`config.mk`:
```
export PLATFORM = sky130hd
export DESIGN_NAME = axi_addr_fifo
export DESIGN_NICKNAME = d
export VERILOG_FILES = /design/src/rtl/axi_addr_fifo.sv
export SDC_FILE = /design/constraint.sdc
export NUM_CORES = 1
export LEC_CHECK = 0
export ABC_AREA = 1
export CORE_MARGIN = 2
export CORE_UTILIZATION = 50
export DETAILED_ROUTE_END_ITERATION = 8
export PLACE_DENSITY = 0.73
export SETUP_SLACK_MARGIN = 0.5
export SLEW_MARGIN = 10
export SYNTH_ARGS = -nofsm -noshare
export SYNTH_HDL_FRONTEND = slang
export SYNTH_SLANG_ARGS = --single-unit
```
`constraint.sdc`:
```
create_clock -name ACLK -period 4 [get_ports ACLK]
set_input_delay 0.8 -clock ACLK [delete_from_list [all_inputs] [get_ports ACLK]]
set_output_delay 0.8 -clock ACLK [all_outputs]
set_load 0.1 [all_outputs]
```
`src/rtl/axi_addr_fifo.sv`:
```
// AXI4 address-channel request buffer (ID/ADDR/LEN/SIZE/BURST) with occupancy, almost-full and flush.
// Define AXI_ADDR_FIFO_BYPASS_EN for a zero-latency pass-through path when the buffer is empty.
module axi_addr_fifo #(
  parameter int ID_WIDTH    = 4,
  parameter int ADDR_WIDTH  = 32,
  parameter int LEN_WIDTH   = 8,
  parameter int SIZE_WIDTH  = 3,
  parameter int DEPTH       = 4,
  parameter int AFULL_LEVEL = DEPTH - 1
) (
  input  logic                       ACLK,
  input  logic                       ARESETn,
  input  logic                       flush,
  input  logic                       s_valid,
  output logic                       s_ready,
  input  logic [ID_WIDTH-1:0]        s_id,
  input  logic [ADDR_WIDTH-1:0]      s_addr,
  input  logic [LEN_WIDTH-1:0]       s_len,
  input  logic [SIZE_WIDTH-1:0]      s_size,
  input  logic [1:0]                 s_burst,
  output logic                       m_valid,
  input  logic                       m_ready,
  output logic [ID_WIDTH-1:0]        m_id,
  output logic [ADDR_WIDTH-1:0]      m_addr,
  output logic [LEN_WIDTH-1:0]       m_len,
  output logic [SIZE_WIDTH-1:0]      m_size,
  output logic [1:0]                 m_burst,
  output logic [$clog2(DEPTH+1)-1:0] count,
  output logic                       almost_full
);

  localparam int PTR_W = $clog2(DEPTH);
  localparam int CNT_W = $clog2(DEPTH + 1);
  localparam logic [PTR_W-1:0] PTR_LAST = PTR_W'(DEPTH - 1);
  localparam logic [CNT_W-1:0] CNT_FULL = CNT_W'(DEPTH);
  localparam logic [CNT_W-1:0] CNT_AFULL = CNT_W'(AFULL_LEVEL);

  logic [ID_WIDTH-1:0]   mem_id    [DEPTH];
  logic [ADDR_WIDTH-1:0] mem_addr  [DEPTH];
  logic [LEN_WIDTH-1:0]  mem_len   [DEPTH];
  logic [SIZE_WIDTH-1:0] mem_size  [DEPTH];
  logic [1:0]            mem_burst [DEPTH];

  logic [PTR_W-1:0] wr_ptr, rd_ptr;
  logic [CNT_W-1:0] count_q;
  logic empty, full, push, bypass, pass_through, wr_en, rd_en;

  function automatic logic [PTR_W-1:0] ptr_next(input logic [PTR_W-1:0] p);
    return (p == PTR_LAST) ? '0 : p + 1'b1;
  endfunction

  assign empty = (count_q == '0);
  assign full  = (count_q == CNT_FULL);

  assign s_ready = ~full & ARESETn;
  assign push    = s_valid & s_ready;

`ifdef AXI_ADDR_FIFO_BYPASS_EN
  // Empty buffer forwards the upstream beat combinationally; gated so reset still shows m_valid=0.
  assign bypass = empty & s_valid & ARESETn;
`else
  assign bypass = 1'b0;
`endif

  assign pass_through = bypass & m_ready;
  assign wr_en        = push & ~pass_through;
  assign rd_en        = ~empty & m_ready;

  assign m_valid     = ~empty | bypass;
  assign count       = count_q;
  assign almost_full = (count_q >= CNT_AFULL);

  always_comb begin
    m_id    = mem_id[rd_ptr];
    m_addr  = mem_addr[rd_ptr];
    m_len   = mem_len[rd_ptr];
    m_size  = mem_size[rd_ptr];
    m_burst = mem_burst[rd_ptr];
    if (bypass) begin
      m_id    = s_id;
      m_addr  = s_addr;
      m_len   = s_len;
      m_size  = s_size;
      m_burst = s_burst;
    end
  end

  always_ff @(posedge ACLK) begin
    if (!ARESETn) begin
      wr_ptr  <= '0;
      rd_ptr  <= '0;
      count_q <= '0;
      for (int i = 0; i < DEPTH; i++) begin
        mem_id[i]    <= '0;
        mem_addr[i]  <= '0;
        mem_len[i]   <= '0;
        mem_size[i]  <= '0;
        mem_burst[i] <= '0;
      end
    end else if (flush) begin
      // Storage is left as-is; only the bookkeeping is cleared.
      wr_ptr  <= '0;
      rd_ptr  <= '0;
      count_q <= '0;
    end else begin
      if (wr_en) begin
        mem_id[wr_ptr]    <= s_id;
        mem_addr[wr_ptr]  <= s_addr;
        mem_len[wr_ptr]   <= s_len;
        mem_size[wr_ptr]  <= s_size;
        mem_burst[wr_ptr] <= s_burst;
        wr_ptr            <= ptr_next(wr_ptr);
      end
      if (rd_en) rd_ptr <= ptr_next(rd_ptr);
      case ({wr_en, rd_en})
        2'b10:   count_q <= count_q + 1'b1;
        2'b01:   count_q <= count_q - 1'b1;
        default: count_q <= count_q;
      endcase
    end
  end

endmodule

```
# Word-level counts from Yosys, hierarchy flattened

Memories as Yosys holds them, arrays and structs flattened. A register that Yosys moved wholly into a read port is not among the register bits.
Cells that the tools add are included.

Add/sub/neg operators: 4
Multiply operators: 0
Divide/modulo/power cells: 0
Magnitude comparators: 1
Eq/ne operators: 5
Shift-type cells: 0
Mux-type cells: 33
Bitwise operators: 6
Reductions and logical operators: 8

Operator list:

| operator                                             | count |
|---|---|
| two-way mux 2 bit                                    | 18 |
| two-way mux 32 bit                                   | 1 |
| OR reduction 32 bit                                  | 1 |
| two-way mux 1 bit                                    | 10 |
| two-way mux 8 bit                                    | 1 |
| OR reduction 8 bit                                   | 1 |
| equality test 2 bit (second input constant)          | 3 |
| case mux 3 bit (2 select lines)                      | 1 |
| adder 2 x 1 -> 2 bit (second input constant)         | 2 |
| two-way mux 4 bit                                    | 1 |
| OR reduction 2 bit                                   | 2 |
| OR reduction 4 bit                                   | 1 |
| adder 3 x 1 -> 3 bit (second input constant)         | 1 |
| AND 1 bit                                            | 3 |
| equality test 3 bit (second input constant)          | 1 |
| >= comparator 3 x 2 -> 1 bit (second input constant) | 1 |
| logical NOT 3 bit                                    | 1 |
| two-way mux 3 bit                                    | 1 |
| inverter 1 bit                                       | 3 |
| OR reduction 3 bit                                   | 1 |
| subtractor 3 x 1 -> 3 bit (second input constant)    | 1 |
| equality test 2 x 1 -> 1 bit (second input constant) | 1 |
| nonzero test 2 bit                                   | 1 |

Bits in registers: 7
Latch bits: 0
Bits in writable memories: 196
Memory bits (read-only): 0
Input bits: 54
Output and inout port bits: 55
Logic and storage cells: 65
Memories: 5

Memories:

| name      | depth | width | rd ports | clocked after Yosys merged registers in | write ports | RTL line | source |
|---|---|---|---|---|---|---|---|
| mem_addr  | 4     | 32    | 1        | 1                                       | 4           | 39       | `logic [ADDR_WIDTH-1:0] mem_addr [DEPTH];` |
| mem_len   | 4     | 8     | 1        | 1                                       | 4           | 40       | `logic [LEN_WIDTH-1:0] mem_len [DEPTH];` |
| mem_id    | 4     | 4     | 1        | 1                                       | 4           | 38       | `logic [ID_WIDTH-1:0] mem_id [DEPTH];` |
| mem_size  | 4     | 3     | 1        | 1                                       | 4           | 41       | `logic [SIZE_WIDTH-1:0] mem_size [DEPTH];` |
| mem_burst | 4     | 2     | 1        | 1                                       | 4           | 42       | `logic [1:0] mem_burst [DEPTH];` |

# Depth between registers and ports, before layout

Depth after elaboration: 10
Gate-level depth with buffers: 12
Gate-level depth less buffers: 12

# Worst setup path after synthesis

Ideal clock, no wire load.

Path type: reg2reg
Start: register count_q[0], in the netlist count[0]
End: memory mem_addr[3][0], enable pin
Library setup time: 456 ps
Arrival: 3709 ps
Data required time: 3544 ps
Slack: -165 ps
Cell stages (with the launch flop): 7
Path buffers: 0
Clock period less this slack: 4165 ps
Path through: dfxtp_1 nor2_1 nand2_2 nand3_4 nor2_8 nor2_1 nor2_1

RTL lines:

| element                  | RTL line | source |
|---|---|---|
| start: declaration       | 45       | `logic [CNT_W-1:0] count_q;` |
| start signal: assignment | 116      | `2'b10: count_q <= count_q + 1'b1;` |
| start signal: assignment | 117      | `2'b01: count_q <= count_q - 1'b1;` |
| start signal: assignment | 118      | `default: count_q <= count_q;` |
| end: declaration         | 39       |  |

==> results.tsv <==
stage	metric	value	unit
critical_path	Crit Path Class	reg2out	
placed_design	hpwl dp	10300	um
sta	Hold Violations, Final	0	
critical_path	crit-path max cell delay	0.73	ns
power	logic gate share of total power	0.162	
final_layout	Core Util, Final	0.624	
critical_path	Worst Setup Start Kind	flop	
grt	Total GRT Usage	0.212	
floorplanning	die width	137	um
floorplanning	Core Area	17300	um^2
floorplanning	Die Height	137	um
sta	slew margin rel.	0.331	
cts	clock latency on the worst-skew pair	0.48	ns
sta	Tightest Pin Transition	1.00	ns
detailed_routing	post-route antenna net violation count	0	
cts	Post-CTS Hold Buffers	0	
detailed_routing	Iter 0 DRT Violations	523	
grt	vias in the first global route	5953	
detailed_routing	drt total wl	19500	um
sta	setup TNS	0	ns
power	Clk pwr share	0.339	
synth	syn nets	864	
final_layout	commonest non-fill, non-tap cell in the layout	nor2_1	
status	status	complete, no violations	
critical_path	crit path capture type	output port	
critical_path	Worst path slowest cell	buf_4	
cts	TritonCTS clock tree	built	
floorplanning	std cell rows	48	
synth	syn avg cell area	11.0	um^2
detailed_routing	DRC Markers	0	
power	Psw	1340	uW
critical_path	WP data arrival	2.49	ns
cts	clock sink total	205	
placed_design	Buffers on Ports	108	
sta	Worst Clk Skew	0.00933	ns
cts	Num CTS Buffers	21	
final_layout	Inserted Diodes	0	
placed_design	Placer Congestion	0.785	
floorplanning	Top Ports	109	
final_layout	Nets	956	
critical_path	R2R Path Start	count[0]$_SDFFE_PP0P_	
detailed_routing	mean routed wirelength per cell	17.2	um
detailed_routing	via count	6131	
grt	met1 Use GR	0.288	
synth	Synth cell types	20	
critical_path	CP bufs+invs	2	
sta	crit share post-route	0.822	
synth	Ys Warns	0	
hold_path	Hold Crit Class	reg2reg	
synth	Cells after Synth	806	
sta	fin crit period	3.29	ns
power	Switching Fraction	0.270	
power	leakage	0.00432	uW
critical_path	crit-path cells	buf_4 > o21ai_0 > o22ai_1 > buf_4	
final_layout	Layout Area Growth over Synthesis	22.1	%
power	Max VDD drop	279	uV
critical_path	CP max FO	98	
grt	aggregate global routing overflow	0	
sta	RSZ-0062 raised after global routing	false	
sta	Final setup viols	0	
sta	Max Freq	304	MHz
sta	max-slew violations	0	
grt	first-pass GRT wire length	30500	um
hold_path	hold_sp	count[0]$_SDFFE_PP0P_	
floorplanning	Starting Density	0.511	
power	Internal Power	3630	uW
cts	Max H-tree Level	1	
grt	largest net degree at the start of global routing	99	
grt	initial antenna violation count	1	
final_layout	commonest cells after routing, fill and taps aside	nor2_1 (301), edfxtp_1 (196), o21ai_0 (101)	
cts	CTS max path bufs	3	
sta	Hold WS	0.493	ns
detailed_routing	vias per cell	5.41	
final_layout	share of layout cells above drive strength 1	0.111	
synth	Yosys reg bits	205	
critical_path	data required time of the critical path	3.20	ns
floorplanning	Die ar.	18700	um^2
final_layout	Fill cells	1367	
run	Max-Cap Viols	0	
cts	Root Driver	clkbuf_16	
power	PwrDens	461	nW/um^2
detailed_routing	DRT Pass-1 Iters	5	
grt	global routing usage on met2	0.363	
critical_path	CP dominant cell by count	buf_4	
critical_path	CP delay by family, top	buffers and inverters	
grt	grt met3 use	0.0344	
cts	CTS resizes	0	
synth	sequential share of the synthesized area	0.687	
synth	Synth Cell Area	8830	um^2
cts	number of setup buffers added after CTS	0	
grt	GRT Max-Usage Layer	met2	
power	Flop pwr share	0.499	
cts	Worst-path clk slew	0.06	ns
==> power groups by stage <==
stage                     Sequential [uW]  Combinational, uW  Clock (uW)
after floorplan                      2540                527           0
after global placement               2530                803           0
after detailed placement             2530                807           0
after CTS                            2490                810        1710
after global routing                 2490                844        1790
final                                2490                804        1690
==> registers in the layout, indices dropped and copies added (netlist names), named ones only <==
| register | cells |
|---|---|
| mem_addr | 128 |
| rd_ptr | 2 |
| mem_size | 12 |
| mem_len | 32 |
| mem_id | 16 |
| wr_ptr | 2 |
| mem_burst | 8 |
| count | 3 |
==> path summary, 6_finish.rpt <==
check	end	slack [ns]	cells past startpoint
setup reg to reg	mem_addr[3][29]$_DFFE_PP_	1.96	7
setup / recovery	m_addr[21]	0.71	4
hold / removal	count[0]$_SDFFE_PP0P_	0.49	1
hold reg to reg	count[0]$_SDFFE_PP0P_	0.49	1
==> layout make-up <==
cell class,instances,area (um^2),area share
clock buffers,25,541,0.0501
clock inverters,9,41.3,0.00383
inverters,63,238,0.0220
multi-input cells,487,2230,0.207
flip-flops and latches,205,6070,0.563
well taps,225,282,0.0261
repair buffers,120,1380,0.128
==> per-layer routing <==
| layer | vias up | part of all wire |
|---|---|---|
| li1 | 2931 | - |
| met1 | 3001 | 0.43 |
| met2 | 177 | 0.49 |
| met3 | 20 | 0.062 |
| met4 | 2 | 0.012 |
| met5 | - | 0.00056 |
==> synth_stat cells (all sizes together) <==
cell / count / area [um^2]
o22ai: 49 / 307
edfxtp: 196 / 5890
o21ai: 103 / 515
inv: 63 / 236
ha: 3 / 37.5
nor2: 303 / 1150
nand4: 1 / 6.26
buf: 27 / 229
fa: 1 / 20.0
clkbuf: 24 / 90.1
a21oi: 8 / 40.0
dfxtp: 9 / 180
nand2: 12 / 47.6
nand3: 7 / 85.1
==> per-stage QoR <==
stage               total power [uW]  setup slack, ns  std cells  instance area, um^2
detailed placement              3340             1.02       1100                10200
CTS                             5000            0.749       1134                10800
global placement                3330             1.07       1100                10200
finish                          4980            0.711       1134                10800
global route                    5130            0.561       1134                10800
floorplan                       3060            0.610        806                 8840
==> cell families after synthesis <==
| family | synth area share |
|---|---|
| AO/OA/AOI/OAI | 0.0976 |
| flip-flops | 0.687 |
| adder cells (fa/ha/maj) | 0.00652 |
| AND/OR/NAND/NOR | 0.146 |
| buffers and inverters | 0.0629 |
==> worst register-to-register path: stages (launching register included) <==
cell and delay, ns:
dfxtp_1 0.34, nor2_1 0.26, nand2_2 0.12, nand4_1 0.09, buf_4 0.32, a21oi_1 0.12, nor2_4 0.12, buf_12 0.28
Power figures use the tool's default switching activity.
